## src/rtl/fluxo_dados_jogo.sv

```systemverilog
// Game datapath: play-address counter, expected-sequence ROM, play register, comparator, press edge detector.
// Latency: jogada is one cycle after the press edge; igual/fim are combinational from registered state.
// Backpressure: none. Commands act on the next edge and status is valid the following cycle, with no wait states.
//
// Ports:
//   clock          rising-edge clock for all state
//   reset          asynchronous active-low reset (0 = reset)
//   zeraC/contaC   address counter clear / increment (clear wins)
//   zeraR/registraR play register clear / load of botoes (clear wins)
//   botoes         player buttons (one-hot for a single press)
//   jogada         registered one-cycle pulse per new press
//   igual          play register matches ROM[address]
//   fim            address is the last play of the round
//   db_*           debug views: address, ROM word, play register, raw |botoes
module fluxo_dados_jogo #(
  parameter int N_JOGADAS = 16
) (
  input  logic       clock,
  input  logic       reset,
  input  logic       zeraC,
  input  logic       contaC,
  input  logic       zeraR,
  input  logic       registraR,
  input  logic [3:0] botoes,
  output logic       jogada,
  output logic       igual,
  output logic       fim,
  output logic [3:0] db_contagem,
  output logic [3:0] db_memoria,
  output logic [3:0] db_jogada,
  output logic       db_tem_jogada
);

  localparam logic [3:0] LAST_ADDR = 4'(N_JOGADAS - 1);

  logic [3:0] cnt_q, cnt_d;
  logic [3:0] jog_reg_q, jog_reg_d;
  logic       hist_q, hist_d;
  logic       jogada_q, jogada_d;
  logic       tem;
  logic [3:0] rom_dat;

  assign tem = |botoes;

  // Expected sequence is 1,2,4,8 repeating, so only the low two address bits matter.
  always_comb begin
    rom_dat = 4'b0001;
    case (cnt_q[1:0])
      2'd0:    rom_dat = 4'b0001;
      2'd1:    rom_dat = 4'b0010;
      2'd2:    rom_dat = 4'b0100;
      default: rom_dat = 4'b1000;
    endcase
  end

  always_comb begin
    cnt_d     = cnt_q;
    jog_reg_d = jog_reg_q;
    if (zeraC) begin
      cnt_d = 4'd0;
    end else if (contaC) begin
      cnt_d = (cnt_q == LAST_ADDR) ? 4'd0 : cnt_q + 4'd1;
    end
    if (zeraR) begin
      jog_reg_d = 4'd0;
    end else if (registraR) begin
      jog_reg_d = botoes;
    end
    // hist remembers whether any button was down last cycle; a press is the 0->1 step.
    hist_d   = tem;
    jogada_d = tem & ~hist_q;
  end

  // hist resets to 1 so a button still held when reset lifts is not taken as a fresh press.
  always_ff @(posedge clock or negedge reset) begin
    if (!reset) begin
      cnt_q     <= 4'd0;
      jog_reg_q <= 4'd0;
      hist_q    <= 1'b1;
      jogada_q  <= 1'b0;
    end else begin
      cnt_q     <= cnt_d;
      jog_reg_q <= jog_reg_d;
      hist_q    <= hist_d;
      jogada_q  <= jogada_d;
    end
  end

  // ROM words are never zero, so an empty register can never match; the explicit
  // non-zero term keeps that property obvious if the ROM contents ever change.
  assign igual         = (jog_reg_q == rom_dat) && (jog_reg_q != 4'd0);
  assign fim           = (cnt_q == LAST_ADDR);
  assign jogada        = jogada_q;
  assign db_contagem   = cnt_q;
  assign db_memoria    = rom_dat;
  assign db_jogada     = jog_reg_q;
  assign db_tem_jogada = tem;

endmodule

```

## config.mk

```make
export PLATFORM = sky130hd
export DESIGN_NAME = fluxo_dados_jogo
export DESIGN_NICKNAME = d
export VERILOG_FILES = /design/src/rtl/fluxo_dados_jogo.sv
export SDC_FILE = /design/constraint.sdc
export NUM_CORES = 1
export LEC_CHECK = 0
export CAP_MARGIN = 20
export CORE_AREA = 2 2 45 47
export DETAILED_ROUTE_END_ITERATION = 7
export DIE_AREA = 0 0 47 49
export PLACE_DENSITY = 0.67
export SLEW_MARGIN = 25
export SYNTH_ARGS = -nofsm -noshare
export SYNTH_HDL_FRONTEND = slang
export SYNTH_SLANG_ARGS = --single-unit
```

## constraint.sdc

```tcl
create_clock -name clock -period 1.65 [get_ports clock]
set_clock_uncertainty 0.15 [all_clocks]
set_input_delay 0.33 -clock clock [delete_from_list [all_inputs] [get_ports clock]]
set_output_delay 0.33 -clock clock [all_outputs]
set_load 0.02 [all_outputs]
```

# Word level (Yosys, flattened, before mapping)
# Cells that the tools add are included.
# op_classes
n_reduce_logical	6
eq_ne	4
bitwise	2
addsub	1
muxes	6
# op_table
op	n
4-bit 2-to-1 mux	5
4-bit one-hot mux with 3 select lines	1
4-bit by 1-bit adder with 4-bit output (second input constant)	1
4-bit == test	1
4-bit == test (second input constant)	1
2-bit nonzero test	2
4-bit nonzero test	1
4-bit OR reduction	1
2-bit by 1-bit == test with 1-bit output (second input constant)	1
2-bit == test (second input constant)	1
2-bit logical NOT	1
1-bit AND	1
1-bit logical AND	1
1-bit inverter	1
# totals
inputBits	10
word_cells	23
register_bits	10

# Depth between registers and ports, before layout
# depth
word_depth	4
ltp_mapped	5

# Worst setup path before layout
# OpenSTA, ideal clock, no wires.
# synth_path
kind	reg-to-output
from	reg cnt_q[0] (netlist: db_contagem[0])
to	out igual
t_arrival_ns	1.928
stages_incl_launch_ff	5
n_path_buf	0
t_required_ns	1.170
setup_slack_ns	-0.758
cell_sequence	dfrtp_1 ha_1 nor3_1 or3_1 a2111oi_2
# synth_via
elab_chain_cells	4
elab_cells_between_ends	6
cone_classes	eq/ne: 3; mux: 1; reduce/logical: 2
# synth_lines
item	line_no	rtl
from (decl)	36	logic [3:0] cnt_q, cnt_d;
from (signal assigned)	82	cnt_q <= cnt_d;
2-bit == test, or another cell as far along	48	case (cnt_q[1:0])
4-bit one-hot mux with 3 select lines *	48	
named net db_memoria[3]	29	output logic [3:0] db_memoria,
4-bit == test *	91	assign igual = (jog_reg_q == rom_dat) && (jog_reg_q != 4'd0);
1-bit logical AND *	91	
to (decl)	26	output logic igual,
# Mark *: on every way through the listed nets, which the timed path passes. The rest lies on a longest branch.

# Worst setup path after layout
# layout_path
from	reg cnt_q[0] (netlist: db_contagem[0])
to	out igual
# layout_via
elab_chain_cells	4
elab_cells_between_ends	6
cone_classes	eq/ne: 3; mux: 1; reduce/logical: 2
# layout_lines
item	line_no
2-bit == test, or another cell as far along	48
4-bit one-hot mux with 3 select lines *	48
4-bit == test *	91
1-bit logical AND *	91
# Every way passes the cells marked *; elsewhere a longest branch is shown, timed or not.

==> impl_metrics.tcl <==
set metrics [dict create \
    status "finished, violations left" \
    violations "negative setup slack" \
    syn_avg_cell_area_um2 10.9 \
    power.total_uw 639 \
    vias 534 \
    hold_viol_final 0 \
    gp_congestion 0.740 \
    core.rowCount 16 \
    tightest_slew_ns 0.428 \
    netlist_area_um2 523 \
    crit_type "register to primary output" \
    setup_viol 6 \
    start_util_pct 28.4 \
    crit_chain "inv_4, ha_4, nor3_1, or3_4, a2111oi_4, buf_4" \
    cp_num_buf_inv 2 \
    diodes 0 \
    ir_drop_uv 464 \
    r2r_end "db_contagem[0]" \
    synth_enable_flop_cells 0 \
    clock_latency_ns 0.25 \
    dp_cells 117 \
    cts_max_level 1 \
    drv_slew 0 \
    yosysWarnings 0 \
    ys_ff_latch 10 \
    clock-sinks 10 \
    power_density_nw_per_um2 605 \
    drive_above_1_share_pct 50.5 \
    avgViaCountPerCell 4.38 \
    final.setup.tns_ns -1.29 \
    antenna_found_initial 0 \
    synthCells 48 \
    syn_nets 62 \
    cpPeakStageDelay_ns 0.48 \
    postRouteAntennaNets 0 \
    drc_errors 0 \
    cts_root_buf "clkbuf_4" \
    post_dp_cell_area_um2 1020 \
    synth_top_area_share_pct 43.1 \
    reg2reg_slack_ns -0.14 \
    cp-end-kind "primary output" \
    synthTopCellsByArea "dfrtp_1, ha_1, mux2i_1" \
    max_clock_freq_ghz 0.437 \
    critPathRequiredTime_ns 1.17 \
    cts_made_buffers 3 \
    cts.clk_slew.worst_paths_ns 0.06 \
    grt_max_degree 11 \
    die-height_um 49 \
    p_leak_nw 0.519 \
    seq_area_frac_synth_pct 48.1 \
    fin_area_um2 1060 \
    slew_headroom_pct 71.4 \
    max-cap-violations 0 \
    routed_wl_um 1430 \
    rsz0062_at_grt "true" \
    ys_types 20 \
    min_period_over_period_pct 139 \
    grt_pass1_vias 533 \
    ys_top_cells_by_count "dfrtp_1, nor2_1, mux2i_1" \
    grtUsageMet1_pct 17.1 \
    syn_to_final_growth_pct 102 \
    hp-class "input port to async pin" \
    cpLargestDelayFamily "flip-flops" \
    use_met3_pct 2.22 \
    grt_remaining_overflow 0 \
    fin_crit_ns 2.29 \
    core_area_um2 1840 \
    instances_no_fill 122 \
    cts_hold_buf 0 \
    crit_path_max_fanout 5 \
    slowest_stage "dfrtp_2" \
    postSynth.asyncResetShare_pct 100 \
    die_area_um2 2300 \
    rr_startpoint "db_contagem[1]" \
    reg2regPathDepth 6 \
    drt_iter0_markers 9 \
    synth_most_common_cell "dfrtp_1" \
    setup_slack_ns -0.638 \
    fin_nets 110 \
    grt_use_met2_pct 24.7 \
    dr.pass1.iters 4 \
    groute.usage.overall_pct 13.9 \
    cp.arrival_ns 1.81 \
    busiest_layer "met2" \
    synth-main-ff-cell "dfrtp_1" \
    synth_top_area_cell "dfrtp_1" \
    portBuffers 25 \
    start_kind "register" \
    grt_pass1_wl_um 2350 \
    wl_per_cell_um 11.7 \
    io_pins 26 \
    clock_path_buffers 2 \
    dpl_worst_slack_ns -0.892 \
    die_width_um 47 \
    cts_tree "yes" \
]
[logic make-up after synthesis]
family	synth area share, %
compound gates	6.46
mux	9.57
xor+xnor	6.70
flops	48.1
fa+ha+maj	9.57
simple gates	17.5
buf+inv	2.15
[worst reg2reg max path, cell delays in order, from the launching register on]
cell     delay [ns]
dfrtp_2        0.46
buf_12         0.14
ha_4           0.15
buf_4          0.16
and3_4         0.19
or3b_4         0.37
a21oi_2        0.12
[cells in the final DEF, fill, tap and decap left out, drive strengths merged, types with 2 or more instances in the layout]
master	count
a21oi	2
buf	28
clkbuf	6
clkdlybuf4s50	5
dfrtp	9
dlygate4sd2	8
ha	4
inv	2
mux2i	5
nand2	2
nor2	7
nor3	2
xor2	4
[how the worst max path moves through the flow]
stage	start	endpoint	slack, ns	cells after the start
after global routing	db_contagem[0]	igual	-0.72	6
after CTS	db_contagem[0]	igual	-0.66	6
final	db_contagem[0]	igual	-0.64	6
after detailed placement	db_contagem[0]	igual	-0.89	6
after floorplan	db_contagem[1]	igual	-0.50	5
after global placement	db_contagem[0]	igual	-0.86	6
[metrics by stage]
| step | utilization (%) | hold slack, ns |
|---|---|---|
| after global routing | 57.3 | 0.215 |
| final | 57.3 | 0.227 |
| after CTS | 57.5 | 0.209 |
| after detailed placement | 55.6 | 0.329 |
| after global placement | 55.6 | 0.324 |
| after floorplan | - | -0.116 |
[sequential cells by signal, summed over array words and instances (netlist names)]
signal,cells
db_contagem,4
db_jogada,4
hist_q,1
jogada,1
[power by group]
part           total, mW  switching (mW)  internal, mW
combinational      0.206          0.0941         0.111
sequential         0.270          0.0129         0.257
clock              0.163          0.0705        0.0927
[layer usage]
metal / vias to the layer above / share of wire [%]
met5: - / 0
met3: 2 / 3.9
li1: 260 / -
met2: 15 / 58
met4: 0 / 0.84
met1: 257 / 37
[final cells by class]
| type | count | area (um2) |
|---|---|---|
| timing repair buffer | 44 | 388 |
| inverter | 2 | 12.5 |
| multi-input combinational | 35 | 342 |
| sequential | 10 | 254 |
| clock buffer | 4 | 26.3 |
| fill | 166 | 786 |
| tap | 27 | 33.8 |
[what timing repair did]
action	CTS	global route
resized for setup	67	5
setup endpoints to repair	17	9
buffers inserted	2	0
pin swaps	4	1
Power figures use the tool's default switching activity.
